`src/rtl/c2s_req_handler_if.sv`:
```
// Packet-side and memory-bus-side signals of c2s_req_handler, bundled.
// The slave modport is the handler's view; the master modport is the C-side driver and bus model.
interface c2s_req_handler_if #(
  parameter int DATA_SIZE = 16
);
  logic                     req;
  logic                     ack;
  logic [31:0]              id;
  logic [31:0]              fn;
  logic [31:0]              addr;
  logic [32*DATA_SIZE-1:0]  data;
  logic [31:0]              ret;

  logic                     bus_req;
  logic                     bus_we;
  logic [31:0]              bus_addr;
  logic [31:0]              bus_wdata;
  logic [31:0]              bus_id;
  logic                     bus_gnt;
  logic                     bus_rvalid;
  logic [31:0]              bus_rdata;

  modport master (
    output req, id, fn, addr, data,
    input  ack, ret,
    input  bus_req, bus_we, bus_addr, bus_wdata, bus_id,
    output bus_gnt, bus_rvalid, bus_rdata
  );

  modport slave (
    input  req, id, fn, addr, data,
    output ack, ret,
    output bus_req, bus_we, bus_addr, bus_wdata, bus_id,
    input  bus_gnt, bus_rvalid, bus_rdata
  );
endinterface

```
`src/rtl/c2s_req_handler.sv`:
```
// Consumes C-to-SV packets, executes the function code on a simple memory bus,
// and returns a 32-bit result through a four-phase req/ack handshake.
module c2s_req_handler #(
  parameter int DATA_SIZE = 16,
  parameter int TIMEOUT   = 1024,
  parameter int ADDR_STEP = 4
) (
  input logic              clk,
  input logic              rst_n,
  c2s_req_handler_if.slave c2s
);

  localparam int BW = $clog2(DATA_SIZE) + 1;
  localparam int WW = $clog2(TIMEOUT + 1);
  localparam int DW = 32 * (DATA_SIZE - 1);
  localparam int IW = $clog2(DW);

  localparam logic [2:0] IDLE    = 3'd0;
  localparam logic [2:0] CAPTURE = 3'd1;
  localparam logic [2:0] WR      = 3'd2;
  localparam logic [2:0] RD      = 3'd3;
  localparam logic [2:0] RD_WAIT = 3'd4;
  localparam logic [2:0] DONE    = 3'd5;

  logic [2:0]    r_state;
  logic          r_req_meta;
  logic          r_req_s;
  logic [DW-1:0] r_data;      // payload words 1..DATA_SIZE-1; word 0 is consumed at CAPTURE
  logic [BW-1:0] r_beat;
  logic [BW-1:0] r_nbeats;
  logic [WW-1:0] r_wait;
  logic          r_ack;
  logic [31:0]   r_ret;
  logic          r_bus_req;
  logic          r_bus_we;
  logic [31:0]   r_bus_addr;
  logic [31:0]   r_bus_wdata;
  logic [31:0]   r_bus_id;

  logic [31:0]   w_burst_cnt;
  logic [BW-1:0] w_next_beat;
  logic [IW-1:0] w_sel;
  logic [31:0]   w_next_wdata;
  logic          w_timeout;

  assign w_burst_cnt = (c2s.data[31:0] > 32'(DATA_SIZE - 1)) ? 32'(DATA_SIZE - 1)
                                                             : c2s.data[31:0];
  assign w_next_beat = r_beat + BW'(1);
  assign w_sel       = IW'(32 * int'(w_next_beat));
  assign w_timeout   = (r_wait == WW'(TIMEOUT - 1));

  // Burst beat k+1 carries payload word k+2, i.e. captured word k+1.
  always_comb begin
    // NOTE: default first so no path leaves w_next_wdata unassigned (no latch).
    w_next_wdata = '0;
    if (int'(w_next_beat) < DATA_SIZE - 1)
      w_next_wdata = r_data[w_sel +: 32];
  end

  // NOTE: the payload store has no reset; it is only read after CAPTURE has written it.
  always_ff @(posedge clk) begin
    if (r_state == CAPTURE)
      r_data <= c2s.data[32*DATA_SIZE-1:32];
  end

  // NOTE: all state below uses non-blocking assignments so every flop samples pre-edge values.
  always_ff @(posedge clk or negedge rst_n) begin
    if (!rst_n) begin
      r_state     <= IDLE;
      r_req_meta  <= 1'b0;
      r_req_s     <= 1'b0;
      r_beat      <= '0;
      r_nbeats    <= '0;
      r_wait      <= '0;
      r_ack       <= 1'b0;
      r_ret       <= '0;
      r_bus_req   <= 1'b0;
      r_bus_we    <= 1'b0;
      r_bus_addr  <= '0;
      r_bus_wdata <= '0;
      r_bus_id    <= '0;
    end else begin
      r_req_meta <= c2s.req;
      r_req_s    <= r_req_meta;

      case (r_state)
        IDLE: begin
          if (r_req_s && !r_ack)
            r_state <= CAPTURE;
        end

        CAPTURE: begin
          r_bus_id   <= c2s.id;
          r_bus_addr <= c2s.addr;
          r_beat     <= '0;
          r_wait     <= '0;
          r_ret      <= '0;
          case (c2s.fn)
            32'd0: begin
              r_ack   <= 1'b1;
              r_state <= DONE;
            end
            32'd1: begin
              r_nbeats    <= BW'(1);
              r_bus_req   <= 1'b1;
              r_bus_we    <= 1'b1;
              r_bus_wdata <= c2s.data[31:0];
              r_state     <= WR;
            end
            32'd2: begin
              r_bus_req <= 1'b1;
              r_bus_we  <= 1'b0;
              r_state   <= RD;
            end
            32'd3: begin
              if (w_burst_cnt == 32'd0) begin
                r_ack   <= 1'b1;
                r_state <= DONE;
              end else begin
                r_nbeats    <= w_burst_cnt[BW-1:0];
                r_bus_req   <= 1'b1;
                r_bus_we    <= 1'b1;
                r_bus_wdata <= c2s.data[63:32];
                r_state     <= WR;
              end
            end
            default: begin
              r_ret   <= 32'hFFFF_FFFF;
              r_ack   <= 1'b1;
              r_state <= DONE;
            end
          endcase
        end

        WR: begin
          if (c2s.bus_gnt) begin
            r_wait <= '0;
            if (w_next_beat < r_nbeats) begin
              r_beat      <= w_next_beat;
              r_bus_addr  <= r_bus_addr + 32'(ADDR_STEP);
              r_bus_wdata <= w_next_wdata;
            end else begin
              r_bus_req <= 1'b0;
              r_ret     <= 32'(r_nbeats);
              r_ack     <= 1'b1;
              r_state   <= DONE;
            end
          end else if (w_timeout) begin
            r_bus_req <= 1'b0;
            r_ret     <= 32'hFFFF_FFFE;
            r_ack     <= 1'b1;
            r_state   <= DONE;
          end else begin
            r_wait <= r_wait + WW'(1);
          end
        end

        RD: begin
          if (c2s.bus_gnt) begin
            r_bus_req <= 1'b0;
            r_wait    <= '0;
            if (c2s.bus_rvalid) begin
              r_ret   <= c2s.bus_rdata;
              r_ack   <= 1'b1;
              r_state <= DONE;
            end else begin
              r_state <= RD_WAIT;
            end
          end else if (w_timeout) begin
            r_bus_req <= 1'b0;
            r_ret     <= 32'hFFFF_FFFE;
            r_ack     <= 1'b1;
            r_state   <= DONE;
          end else begin
            r_wait <= r_wait + WW'(1);
          end
        end

        RD_WAIT: begin
          if (c2s.bus_rvalid) begin
            r_ret   <= c2s.bus_rdata;
            r_ack   <= 1'b1;
            r_state <= DONE;
          end else if (w_timeout) begin
            r_ret   <= 32'hFFFF_FFFE;
            r_ack   <= 1'b1;
            r_state <= DONE;
          end else begin
            r_wait <= r_wait + WW'(1);
          end
        end

        DONE: begin
          if (!r_req_s) begin
            r_ack   <= 1'b0;
            r_state <= IDLE;
          end
        end

        default: r_state <= IDLE;
      endcase
    end
  end

  assign c2s.ack       = r_ack;
  assign c2s.ret       = r_ret;
  assign c2s.bus_req   = r_bus_req;
  assign c2s.bus_we    = r_bus_we;
  assign c2s.bus_addr  = r_bus_addr;
  assign c2s.bus_wdata = r_bus_wdata;
  assign c2s.bus_id    = r_bus_id;

endmodule

```
`src/flat_wrapper.sv`:
```
// flat-port wrapper written by rule: the top's interface ports become plain ports
module c2s_req_handler_flat 
#(
  parameter int DATA_SIZE = 16,
  parameter int TIMEOUT   = 1024,
  parameter int ADDR_STEP = 4
)
  (clk, rst_n, c2s_req, c2s_id, c2s_fn, c2s_addr, c2s_data, c2s_ack, c2s_ret, c2s_bus_req, c2s_bus_we, c2s_bus_addr, c2s_bus_wdata, c2s_bus_id, c2s_bus_gnt, c2s_bus_rvalid, c2s_bus_rdata);
  c2s_req_handler_if #(.DATA_SIZE(DATA_SIZE)) c2s_i ();
  input logic clk;
  input logic rst_n;
  input wire logic [$bits(c2s_i.req)-1:0] c2s_req;
  input wire logic [$bits(c2s_i.id)-1:0] c2s_id;
  input wire logic [$bits(c2s_i.fn)-1:0] c2s_fn;
  input wire logic [$bits(c2s_i.addr)-1:0] c2s_addr;
  input wire logic [$bits(c2s_i.data)-1:0] c2s_data;
  output wire logic [$bits(c2s_i.ack)-1:0] c2s_ack;
  output wire logic [$bits(c2s_i.ret)-1:0] c2s_ret;
  output wire logic [$bits(c2s_i.bus_req)-1:0] c2s_bus_req;
  output wire logic [$bits(c2s_i.bus_we)-1:0] c2s_bus_we;
  output wire logic [$bits(c2s_i.bus_addr)-1:0] c2s_bus_addr;
  output wire logic [$bits(c2s_i.bus_wdata)-1:0] c2s_bus_wdata;
  output wire logic [$bits(c2s_i.bus_id)-1:0] c2s_bus_id;
  input wire logic [$bits(c2s_i.bus_gnt)-1:0] c2s_bus_gnt;
  input wire logic [$bits(c2s_i.bus_rvalid)-1:0] c2s_bus_rvalid;
  input wire logic [$bits(c2s_i.bus_rdata)-1:0] c2s_bus_rdata;
  assign c2s_i.req = c2s_req;
  assign c2s_i.id = c2s_id;
  assign c2s_i.fn = c2s_fn;
  assign c2s_i.addr = c2s_addr;
  assign c2s_i.data = c2s_data;
  assign c2s_ack = c2s_i.ack;
  assign c2s_ret = c2s_i.ret;
  assign c2s_bus_req = c2s_i.bus_req;
  assign c2s_bus_we = c2s_i.bus_we;
  assign c2s_bus_addr = c2s_i.bus_addr;
  assign c2s_bus_wdata = c2s_i.bus_wdata;
  assign c2s_bus_id = c2s_i.bus_id;
  assign c2s_i.bus_gnt = c2s_bus_gnt;
  assign c2s_i.bus_rvalid = c2s_bus_rvalid;
  assign c2s_i.bus_rdata = c2s_bus_rdata;
  c2s_req_handler #(.DATA_SIZE(DATA_SIZE), .TIMEOUT(TIMEOUT), .ADDR_STEP(ADDR_STEP)) u_core (.clk(clk), .rst_n(rst_n), .c2s(c2s_i));
endmodule
```
`config.mk`:
```
export PLATFORM = sky130hd
export DESIGN_NAME = c2s_req_handler_flat
export DESIGN_NICKNAME = d
export VERILOG_FILES = /design/src/rtl/c2s_req_handler_if.sv /design/src/rtl/c2s_req_handler.sv /design/src/flat_wrapper.sv
export SDC_FILE = /design/constraint.sdc
export NUM_CORES = 1
export LEC_CHECK = 0
export ABC_AREA = 0
export CORE_MARGIN = 4
export CORE_UTILIZATION = 25
export DETAILED_ROUTE_END_ITERATION = 16
export SYNTH_ARGS = -nofsm -noshare
export SYNTH_HDL_FRONTEND = slang
export SYNTH_SLANG_ARGS = --single-unit
```
`constraint.sdc`:
```
create_clock -name clk -period 41.7 [get_ports clk]
set_input_delay 12.51 -clock clk [delete_from_list [all_inputs] [get_ports clk]]
set_output_delay 12.51 -clock clk [all_outputs]
set_load 0.005 [all_outputs]
```
Word level (Yosys, flattened, before mapping)
Cells that the tools add are included.
{"block": "totals", "ff_bits": 637, "input_bits": 645, "output_inout_bits": 131, "wordCells": 123}
{"block": "classes", "add_sub_neg": 3, "magnitude_cmp": 3, "n_eq_ne": 22, "shifts": 1, "muxes": 56, "n_reduce_logical": 24}
{"operator": "$shiftx A480 B10 Y32", "count": 1}
{"operator": "$mux W32", "count": 14}
{"operator": "$pmux W32 S2", "count": 3}
{"operator": "$pmux W32 S4", "count": 1}
{"operator": "$eq A32 B2 Y1 const B", "count": 2}
{"operator": "$logic_not A32 Y1", "count": 2}
{"operator": "$mux W11", "count": 3}
{"operator": "$pmux W11 S3", "count": 1}
{"operator": "$add A32 B3 Y32 const B", "count": 1}
{"operator": "$eq A32 B1 Y1 const B", "count": 1}
{"operator": "$gt A32 B4 Y1 const B", "count": 1}
{"operator": "$mux W3", "count": 8}
{"operator": "$pmux W5 S2", "count": 2}
{"operator": "$ne A3 B3 Y1 const B", "count": 6}
{"operator": "$pmux W3 S6", "count": 1}
{"operator": "$mux W5", "count": 3}
{"operator": "$reduce_and A3 Y1", "count": 5}
{"operator": "$mux W1", "count": 14}
{"operator": "$add A11 B1 Y11 const B", "count": 1}
{"operator": "$eq A11 B10 Y1 const B", "count": 1}
{"operator": "$ne A2 B2 Y1 const B", "count": 5}
{"operator": "$pmux W3 S3", "count": 1}
{"operator": "$reduce_bool A3 Y1", "count": 3}
{"operator": "$eq A3 B2 Y1 const B", "count": 2}
{"operator": "21 further kinds", "count": 27}

Depth between registers and ports, before layout
Gate-level depths: netlist of the first run.
{"block": "depth", "ltp_word": 6, "mapped_depth": 13, "depth_no_buf": 9}

Worst setup path before layout of the first run
No wires, ideal clock.
{"block": "synth_timing", "path_kind": "reg2reg", "startpoint": "register u_core.r_state[1]", "endpoint": "register u_core.r_data[0] (enable)", "setup_ps": 1034, "arrival_time_ps": 14107, "required_ps": 40666, "slack_ps": 26559, "stages_incl_launch_ff": 6, "n_path_buf": 2, "period_less_slack_ps": 15141, "cell_sequence": "dfrtp_1 -> clkbuf_1 -> nor2_1 -> nand2_1 -> inv_2 -> clkbuf_1"}
{"block": "synth_via", "elab_chain_cells": 1}
{"element": "start, declared", "line_no": "c2s_req_handler.sv:25", "text": "logic [2:0] r_state;"}
{"element": "start signal, assigned", "line_no": "c2s_req_handler.sv:69", "text": "r_state <= IDLE;"}
{"element": "start signal, assigned", "line_no": "c2s_req_handler.sv:89", "text": "r_state <= CAPTURE;"}
{"element": "start signal, assigned", "line_no": "c2s_req_handler.sv:101", "text": "r_state <= DONE;"}
{"element": "$eq A3 B1 Y1", "line_no": "c2s_req_handler.sv:62", "text": "if (r_state == CAPTURE)"}
{"element": "end signal, assigned", "line_no": "c2s_req_handler.sv:63", "text": "r_data <= c2s.data[32*DATA_SIZE-1:32];"}
{"element": "end, declared", "line_no": "c2s_req_handler.sv:28", "text": "logic [DW-1:0] r_data;"}
No other way between the ends.
A chain may end at the register's enable or synchronous reset.

Final worst setup path of the first run
{"block": "layout_timing", "startpoint": "input c2s_data[18]", "endpoint": "register u_core.r_bus_wdata[17] (netlist: u_core.c2s.bus_wdata[17])"}
{"block": "layout_via", "elab_chain_cells": 5}
{"element": "start, declared", "line_no": "flat_wrapper.sv:16", "text": "input wire logic [$bits(c2s_i.data)-1:0] c2s_data;"}
{"element": "$gt A32 B4 Y1", "line_no": "c2s_req_handler.sv:46", "text": "assign w_burst_cnt = (c2s.data[31:0] > 32'(DATA_SIZE - 1)) ? 32'(DATA_SIZE - 1)"}
{"element": "$mux W32 *", "line_no": "c2s_req_handler.sv:46"}
{"element": "$logic_not A32 Y1 *", "line_no": "c2s_req_handler.sv:116", "text": "if (w_burst_cnt == 32'd0) begin"}
{"element": "$ne A3 B3 Y1 (no line) *"}
{"element": "$reduce_and A5 Y1 (no line) *"}
{"element": "end signal, assigned", "line_no": "c2s_req_handler.sv:107", "text": "r_bus_wdata <= c2s.data[31:0];"}
{"element": "end signal, assigned", "line_no": "c2s_req_handler.sv:123", "text": "r_bus_wdata <= c2s.data[63:32];"}
{"element": "end signal, assigned", "line_no": "c2s_req_handler.sv:141", "text": "r_bus_wdata <= w_next_wdata;"}
{"element": "end, declared", "line_no": "c2s_req_handler.sv:37", "text": "logic [31:0] r_bus_wdata;"}
Mark *: on every way between the ends. The rest lies on a longest branch, timed or not.

==> load_flow_metrics.sql, run 1 <==
INSERT INTO impl_metrics (metric_group, metric, value, unit) VALUES
('clocking', 'clock_sink_count', '637', ''),
('setup_path', 'worst-r2r-setup-slack', '37.16', 'ns'),
('timing', 'setup_tns', '0', 'ns'),
('layout', 'number_of_standard_cells_in_the_final_layout_excluding_fillers', '3982', ''),
('setup_path', 'worstPathArrival', '16.46', 'ns'),
('global_route', 'wire_length_of_the_first_global_routing_pass', '129.8', 'mm'),
('layout', 'area.growth.synth_to_final', '44.44', '%'),
('layout', 'layout_cells_sized_above_1', '11.07', '%'),
('placed_design', 'dpl_cell_area', '35850', 'µm²'),
('timing', 'tightest_slew', '1.236', 'ns'),
('floorplanning', 'area_of_the_die', '111200', 'µm²'),
('setup_path', 'worstPathRequired', '42.21', 'ns'),
('routing', 'wire_length_per_cell', '23.22', 'µm'),
('timing', 'finalCriticalPeriod', '15.95', 'ns'),
('routing', 'vias', '18230', ''),
('logic_synthesis', 'netlist_instances', '1739', ''),
('floorplanning', 'ios', '776', ''),
('logic_synthesis', 'register_area_share_after_synthesis', '69.25', '%'),
('setup_path', 'worst-path-max-fanout', '32', ''),
('floorplanning', 'dieHeight', '333.5', 'µm'),
('routing', 'drt-total-wl', '92.45', 'mm'),
('clocking', 'postCtsSetupRepairBufs', '0', ''),
('setup_path', 'timing_startpoint_of_the_critical_path', 'c2s_data[18]', ''),
('timing', 'worst_slack', '25.75', 'ns'),
('layout', 'most-common-layout-cells', 'sky130_fd_sc_hd__clkdlybuf4s50_1 (774), sky130_fd_sc_hd__edfxtp_1 (480), sky130_fd_sc_hd__nand2_1 (244)', ''),
('power_and_ir_drop', 'power_leakage', '12.93', 'nW'),
('setup_path', 'cp_slowest_cell', 'sky130_fd_sc_hd__nor4_1', ''),
('clocking', 'cts-root-to-sink-buffers', '3', ''),
('timing', 'slew_viol_final', '0', ''),
('placed_design', 'portBuffers', '775', ''),
('power_and_ir_drop', 'post-layout-total-power', '2.267', 'mW'),
('logic_synthesis', 'postSynthAreaPerCell', '15.23', 'µm²'),
('routing', 'post_drt_via_cell_ratio', '4.577', ''),
('layout', 'fillers', '10050', ''),
('setup_path', 'worstPathCellList', 'clkdlybuf4s50_1 > nor4_1 > and4_1 > nand4_1 > o31a_1 > o21ai_4 > buf_4 > mux2_1', ''),
('setup_path', 'start_kind', 'input pin', ''),
('placed_design', 'placedCellCount', '3833', ''),
('routing', 'route.antenna.remaining_nets', '0', ''),
('layout', 'nNetsFinal', '3173', ''),
('global_route', 'vias_in_the_first_global_route', '19030', ''),
('timing', 'timing.slew.headroom', '17.36', '%'),
('logic_synthesis', 'synth-edff-count', '480', ''),
('routing', 'first_pass_iters', '5', ''),
('setup_path', 'critical-path-max-stage-delay', '0.79', 'ns'),
('timing', 'fin_skew', '0.04094', 'ns'),
('logic_synthesis', 'syn-cell-area', '26490', 'µm²'),
('setup_path', 'worst-setup-path-type', 'input pin to register', ''),
('routing', 'initialDrtViolationCount', '1206', ''),
('flow_run', 'max-cap-violations', '0', ''),
('worst_hold_path', 'hold_path_class', 'register to register', ''),
('floorplanning', 'dieWidth', '333.5', 'µm'),
('timing', 'fmax', '0.06270', 'GHz'),
('placed_design', 'place.detailed.hpwl', '67.11', 'mm'),
('timing', 'timing.final.crit_share', '38.25', '%'),
('floorplanning', 'num_rows', '119', ''),
('global_route', 'antenna_found_initial', '24', ''),
('setup_path', 'crit-reg2reg-capture', 'u_core.r_data[469]', ''),
('global_route', 'grt_remaining_overflow', '0', ''),
('placed_design', 'place_ws', '25.04', 'ns'),
('floorplanning', 'initial_utilization', '25.16', '%'),
('setup_path', 'timing.rr.start', 'u_core.r_state[2]', ''),
('global_route', 'grt_max_degree', '108', ''),
('setup_path', 'ff2ff_path_depth', '6', ''),
('clocking', 'cts-root-buf', 'sky130_fd_sc_hd__clkbuf_16', ''),
('logic_synthesis', 'yosys_register_bits', '637', ''),
('clocking', 'cts-resized-gates', '0', ''),
('timing', 'finalSetupViolCount', '0', ''),
('logic_synthesis', 'synth_async_sr_flop_share', '24.65', '%'),
('logic_synthesis', 'yosysUniqueCellTypes', '69', ''),
('layout', 'final_design_area_excluding_fillers', '38260', 'µm²'),
('run_status', 'run_status', 'finished, final reports clean', '');
==> worst max-delay path: cells and delay by family <==
family	cells	cell delay [ns]
AND/OR/NAND/NOR	3	1.60
buffers and inverters	2	1.18
AO/OA/AOI/OAI	2	0.70
multiplexers	1	0.39
==> state kept, by name (all words and copies together), names as in the netlist, 3 cells and up <==
| register | count |
|---|---|
| u_core.c2s.bus_addr | 32 |
| u_core.c2s.bus_id | 32 |
| u_core.r_wait | 11 |
| u_core.r_beat | 5 |
| u_core.r_data | 480 |
| u_core.r_nbeats | 5 |
| u_core.r_state | 3 |
| u_core.c2s.bus_wdata | 32 |
| u_core.c2s.ret | 32 |
==> kinds of logic (layout without fill, tap and decap cells) <==
family	Yosys count	in the layout	share of synthesized area (%)
flops	637	637	69.25
simple gates	411	411	6.930
compound gates	323	323	7.733
mux	226	226	13.38
buf+inv	126	962	2.036
fa+ha+maj	8	8	0.3779
xor+xnor	8	8	0.2929
other cells	0	16	0
==> area by class of cell <==
| cell class | count | area (µm²) | area share, % |
|---|---|---|---|
| Clock buffer | 96 | 2018 | 5.275 |
| Sequential cell | 637 | 18350 | 47.95 |
| Tap cell | 1391 | 1740 | 4.549 |
| Inverter | 25 | 101.3 | 0.2649 |
| Clock inverter | 37 | 352.8 | 0.9223 |
| Multi-Input combinational cell | 976 | 7667 | 20.04 |
| Antenna cell | 16 | 40.04 | 0.1047 |
| Timing Repair Buffer | 804 | 7991 | 20.89 |
==> worst min path at each step <==
stage	from	to	slack, ns	cells after the start
after floorplan	u_core.r_req_meta	u_core.r_req_s	0.33	0
after global placement	u_core.r_req_meta	u_core.r_req_s	0.34	0
after detailed placement	u_core.r_req_meta	u_core.r_req_s	0.35	0
after CTS	u_core.r_req_meta	u_core.r_req_s	0.36	0
after global routing	u_core.r_req_meta	u_core.r_req_s	0.36	0
final	u_core.r_req_meta	u_core.r_req_s	0.35	0
==> layer usage <==
layer / GRT usage, % / routed length [µm]
met4: 6.245 / 3456
met1: 17.75 / 34000
met5: 0 / 86
met2: 27.84 / 46650
met3: 5.648 / 8258
==> cell usage after synthesis (4+ instances only) <==
cell type                   instances  area share, %
sky130_fd_sc_hd__edfxtp_1         480             54
sky130_fd_sc_hd__nand2_1          245            3.5
sky130_fd_sc_hd__dfrtp_1          157             15
sky130_fd_sc_hd__o21ai_0          100            1.9
sky130_fd_sc_hd__mux4_2            96            8.2
sky130_fd_sc_hd__a21oi_1           75            1.4
sky130_fd_sc_hd__clkbuf_1          66           0.94
sky130_fd_sc_hd__mux2i_1           65            2.5
sky130_fd_sc_hd__nor2_1            62           0.88
sky130_fd_sc_hd__o211ai_1          36            1.0
sky130_fd_sc_hd__mux2_2            35            1.5
sky130_fd_sc_hd__o221ai_1          32            1.1
sky130_fd_sc_hd__mux2_1            30            1.3
sky130_fd_sc_hd__buf_2             25           0.47
sky130_fd_sc_hd__inv_1             23           0.33
sky130_fd_sc_hd__nand3_1           21           0.40
sky130_fd_sc_hd__nor4_1            19           0.45
sky130_fd_sc_hd__a31oi_1           12           0.28
sky130_fd_sc_hd__nand4_1           10           0.24
sky130_fd_sc_hd__a22oi_1            8           0.23
sky130_fd_sc_hd__ha_1               8           0.38
sky130_fd_sc_hd__o22ai_1            8           0.19
sky130_fd_sc_hd__and3_1             7           0.17
sky130_fd_sc_hd__nor3_1             7           0.13
sky130_fd_sc_hd__o22a_1             7           0.23
sky130_fd_sc_hd__and2_1             6           0.14
sky130_fd_sc_hd__a2bb2oi_1          5           0.17
sky130_fd_sc_hd__and4_1             5           0.17
sky130_fd_sc_hd__o31ai_1            5           0.14
sky130_fd_sc_hd__or4_1              5           0.14
sky130_fd_sc_hd__xor2_1             5           0.17
sky130_fd_sc_hd__a22o_1             4           0.13
sky130_fd_sc_hd__buf_1              4          0.057
sky130_fd_sc_hd__buf_6              4           0.17
sky130_fd_sc_hd__nand2b_1           4          0.094
sky130_fd_sc_hd__nor2b_1            4          0.094
sky130_fd_sc_hd__o21ai_1            4          0.076
==> report_power, final <==
| part | total, mW | switching, mW | internal [mW] |
|---|---|---|---|
| Combinational | 0.576 | 0.301 | 0.275 |
| Sequential | 1.06 | 0.0967 | 0.961 |
| Clock | 0.633 | 0.275 | 0.359 |
| Total | 2.27 | 0.672 | 1.60 |
No activity file was read; power rests on OpenSTA's default activity.
==> run 2, diff against run 1 <==
- clock period: 41.7 -> 13.4 ns (I/O delays scaled with it)
==> load_flow_metrics.sql, run 2 (synthesized netlist as in run 1, its figures left out) <==
INSERT INTO impl_metrics (metric_group, metric, value, unit) VALUES
('run_status', 'run_status', 'finished, final reports clean', ''),
('placed_design', 'place.detailed.hpwl', '67.11', 'mm'),
('power_and_ir_drop', 'max-vdd-ir-drop', '138.8', 'µV'),
('clocking', 'cts-resized-gates', '0', ''),
('clocking', 'tritoncts', 'yes', ''),
('clocking', 'cts_buffers', '74', ''),
('setup_path', 'ff2ff_path_depth', '6', ''),
('layout', 'nNetsFinal', '3172', ''),
('routing', 'post_drt_via_cell_ratio', '4.574', ''),
('worst_hold_path', 'hold_path_class', 'register to register', ''),
('routing', 'first_pass_iters', '5', ''),
('layout', 'layout_commonest_cell', 'sky130_fd_sc_hd__clkdlybuf4s50_1', ''),
('clocking', 'clkTransAtPathRegs', '0.06', 'ns'),
('routing', 'drt-total-wl', '91.28', 'mm'),
('routing', 'route.antenna.remaining_nets', '0', ''),
('clocking', 'worst_skew_pair.late_latency', '0.64', 'ns'),
('worst_hold_path', 'worst_hold_path.endpoint', 'u_core.r_req_s', ''),
('placed_design', 'finalWeightedCongestion', '0.8028', ''),
('power_and_ir_drop', 'netSwitchingFraction', '29.53', '%'),
('timing', 'slew_viol_final', '0', ''),
('layout', 'registers.top_by_ff_count', 'u_core.r_data', ''),
('layout', 'largest_reg_flops', '480', ''),
('power_and_ir_drop', 'power_report.internal_total', '4.974', 'mW'),
('global_route', 'wire_length_of_the_first_global_routing_pass', '129.7', 'mm'),
('timing', 'fmax', '0.1343', 'GHz'),
('setup_path', 'worstPathRequired', '13.91', 'ns'),
('placed_design', 'placedCellCount', '3834', ''),
('global_route', 'gr-usage-all-layers', '15.88', '%'),
('setup_path', 'start_kind', 'input pin', ''),
('global_route', 'antenna_found_initial', '20', ''),
('layout', 'area.growth.synth_to_final', '44.44', '%'),
('setup_path', 'crit-reg2reg-capture', 'u_core.c2s.bus_wdata[5]', ''),
('setup_path', 'worst-path-max-fanout', '32', ''),
('floorplanning', 'dieHeight', '333.5', 'µm'),
('setup_path', 'worstPathArrival', '7.95', 'ns'),
('floorplanning', 'ios', '776', ''),
('clocking', 'cts_hold_buffers', '0', ''),
('timing', 'setup_tns', '0', 'ns'),
('floorplanning', 'area_of_the_die', '111200', 'µm²'),
('timing', 'fin_skew', '0.03299', 'ns'),
('layout', 'layout_cells_sized_above_1', '11.06', '%'),
('timing', 'finalSetupViolCount', '0', ''),
('clocking', 'h-tree-depth', '3', ''),
('routing', 'initialDrtViolationCount', '1311', ''),
('floorplanning', 'placeableCoreArea', '105300', 'µm²'),
('placed_design', 'portBuffers', '775', ''),
('worst_hold_path', 'holdPathStages', '0', ''),
('setup_path', 'end_kind', 'register', ''),
('setup_path', 'worst-r2r-setup-slack', '9.20', 'ns'),
('clocking', 'cts-root-to-sink-buffers', '3', ''),
('timing', 'rsz_0062_raised_after_global_routing', 'no', ''),
('timing', 'timing.slew.headroom', '16.90', '%'),
('power_and_ir_drop', 'clock_power_share', '27.9', '%'),
('worst_hold_path', 'min-delay-start', 'u_core.r_req_meta', ''),
('clocking', 'clock_sink_count', '637', ''),
('layout', 'number_of_standard_cells_in_the_final_layout_excluding_fillers', '3985', ''),
('power_and_ir_drop', 'power_frac_comb', '25.4', '%'),
('global_route', 'vias_in_the_first_global_route', '19100', ''),
('setup_path', 'timing.rr.start', 'u_core.r_beat[0]', ''),
('flow_run', 'max-cap-violations', '0', ''),
('power_and_ir_drop', 'power_per_cell_area', '184.5', 'nW/µm²'),
('setup_path', 'worst-setup-path-type', 'input pin to register', ''),
('floorplanning', 'num_rows', '119', ''),
('clocking', 'postCtsSetupRepairBufs', '0', ''),
('power_and_ir_drop', 'p_sw', '2.085', 'mW'),
('timing', 'timing.final.crit_share', '55.59', '%'),
('routing', 'vias', '18230', ''),
('power_and_ir_drop', 'power_leakage', '12.92', 'nW'),
('layout', 'most-common-layout-cells', 'sky130_fd_sc_hd__clkdlybuf4s50_1 (774), sky130_fd_sc_hd__edfxtp_1 (480), sky130_fd_sc_hd__nand2_1 (244)', ''),
('routing', 'wire_length_per_cell', '22.91', 'µm'),
('floorplanning', 'initial_utilization', '25.16', '%'),
('floorplanning', 'dieWidth', '333.5', 'µm'),
('routing', 'drc', '0', ''),
('timing', 'tightest_slew', '1.246', 'ns'),
('power_and_ir_drop', 'sequentialPowerShare', '46.7', '%'),
('global_route', 'grt_max_degree', '185', ''),
('timing', 'finalCriticalPeriod', '7.449', 'ns'),
('timing', 'hold_viol', '0', ''),
('clocking', 'cts-root-buf', 'sky130_fd_sc_hd__clkbuf_16', ''),
('power_and_ir_drop', 'post-layout-total-power', '7.059', 'mW'),
('global_route', 'grt_remaining_overflow', '0', '');
## run 2: cell types whose count changed in the layout (fill, tap and decap cells not counted), moves of 2 or more
cell and change:
sky130_fd_sc_hd__clkinvlp_4 +4, sky130_fd_sc_hd__bufinv_16 +2, sky130_fd_sc_hd__clkinv_2 -4, sky130_fd_sc_hd__clkinv_16 -2, sky130_fd_sc_hd__clkbuf_16 -3, sky130_fd_sc_hd__diode_2 +2
## run 2: per-layer routing
metal / up-vias / global-route usage (%) / routed length [µm]
met5: - / 0 / 39
met4: 6 / 6.107 / 3041
met3: 142 / 5.503 / 8008
met2: 768 / 27.58 / 46120
met1: 8980 / 17.96 / 34070
li1: 8333 / - / -
## run 2: stage by stage
| step | worst slack (ns) | hold slack, ns | utilization (%) | cell area [µm²] |
|---|---|---|---|---|
| global route | 5.848 | 0.3631 | 36.34 | 38250 |
| detailed placement | 5.195 | 0.3372 | 34.07 | 35860 |
| finish | 5.951 | 0.3503 | 36.34 | 38260 |
| global placement | 5.227 | 0.3354 | 34.07 | 35860 |
| floorplan | 5.682 | 0.3312 | - | 26490 |
| CTS | 5.882 | 0.3544 | 36.30 | 38210 |
## run 2: layout make-up
| class | count | area [µm²] |
|---|---|---|
| multi-input combinational | 976 | 7661 |
| inverter | 25 | 101.3 |
| timing repair buffer | 805 | 8011 |
| clock inverter | 40 | 410.4 |
| fill | 10050 | 67010 |
| antenna | 18 | 45.04 |
| sequential | 637 | 18350 |
| clock buffer | 93 | 1943 |
| tap | 1391 | 1740 |
## run 2: power by group through the flow
stage / clock, mW / combinational [mW] / sequential (mW)
global route: 2.12 / 1.96 / 3.36
finish: 1.97 / 1.79 / 3.30
detailed placement: 0 / 1.83 / 3.33
floorplan: 0 / 0.857 / 3.45
CTS: 2.03 / 1.83 / 3.30
global placement: 0 / 1.81 / 3.31
## run 2: worst max path at each step
stage | startpoint | slack (ns) | to | depth (start not counted)
5_1_grt | c2s_data[18] | 5.85 | u_core.c2s.bus_wdata[31] | 8
6_report | c2s_data[18] | 5.95 | u_core.c2s.bus_wdata[20] | 8
3_3_place_gp | c2s_data[18] | 5.23 | u_core.c2s.bus_wdata[31] | 8
4_1_cts | c2s_data[18] | 5.88 | u_core.c2s.bus_wdata[31] | 8
2_1_floorplan | u_core.r_state[1] | 5.68 | u_core.r_data[0] | 5
3_5_place_dp | c2s_data[18] | 5.19 | u_core.c2s.bus_wdata[31] | 8
## run 2: critical path: stages
cell,delay [ns]
sky130_fd_sc_hd__clkdlybuf4s50_1,0.57
sky130_fd_sc_hd__nor4_1,0.79
sky130_fd_sc_hd__and4_1,0.45
sky130_fd_sc_hd__nand4_1,0.43
sky130_fd_sc_hd__o31a_1,0.53
sky130_fd_sc_hd__o21ai_4,0.14
sky130_fd_sc_hd__buf_4,0.54
sky130_fd_sc_hd__mux2_1,0.40
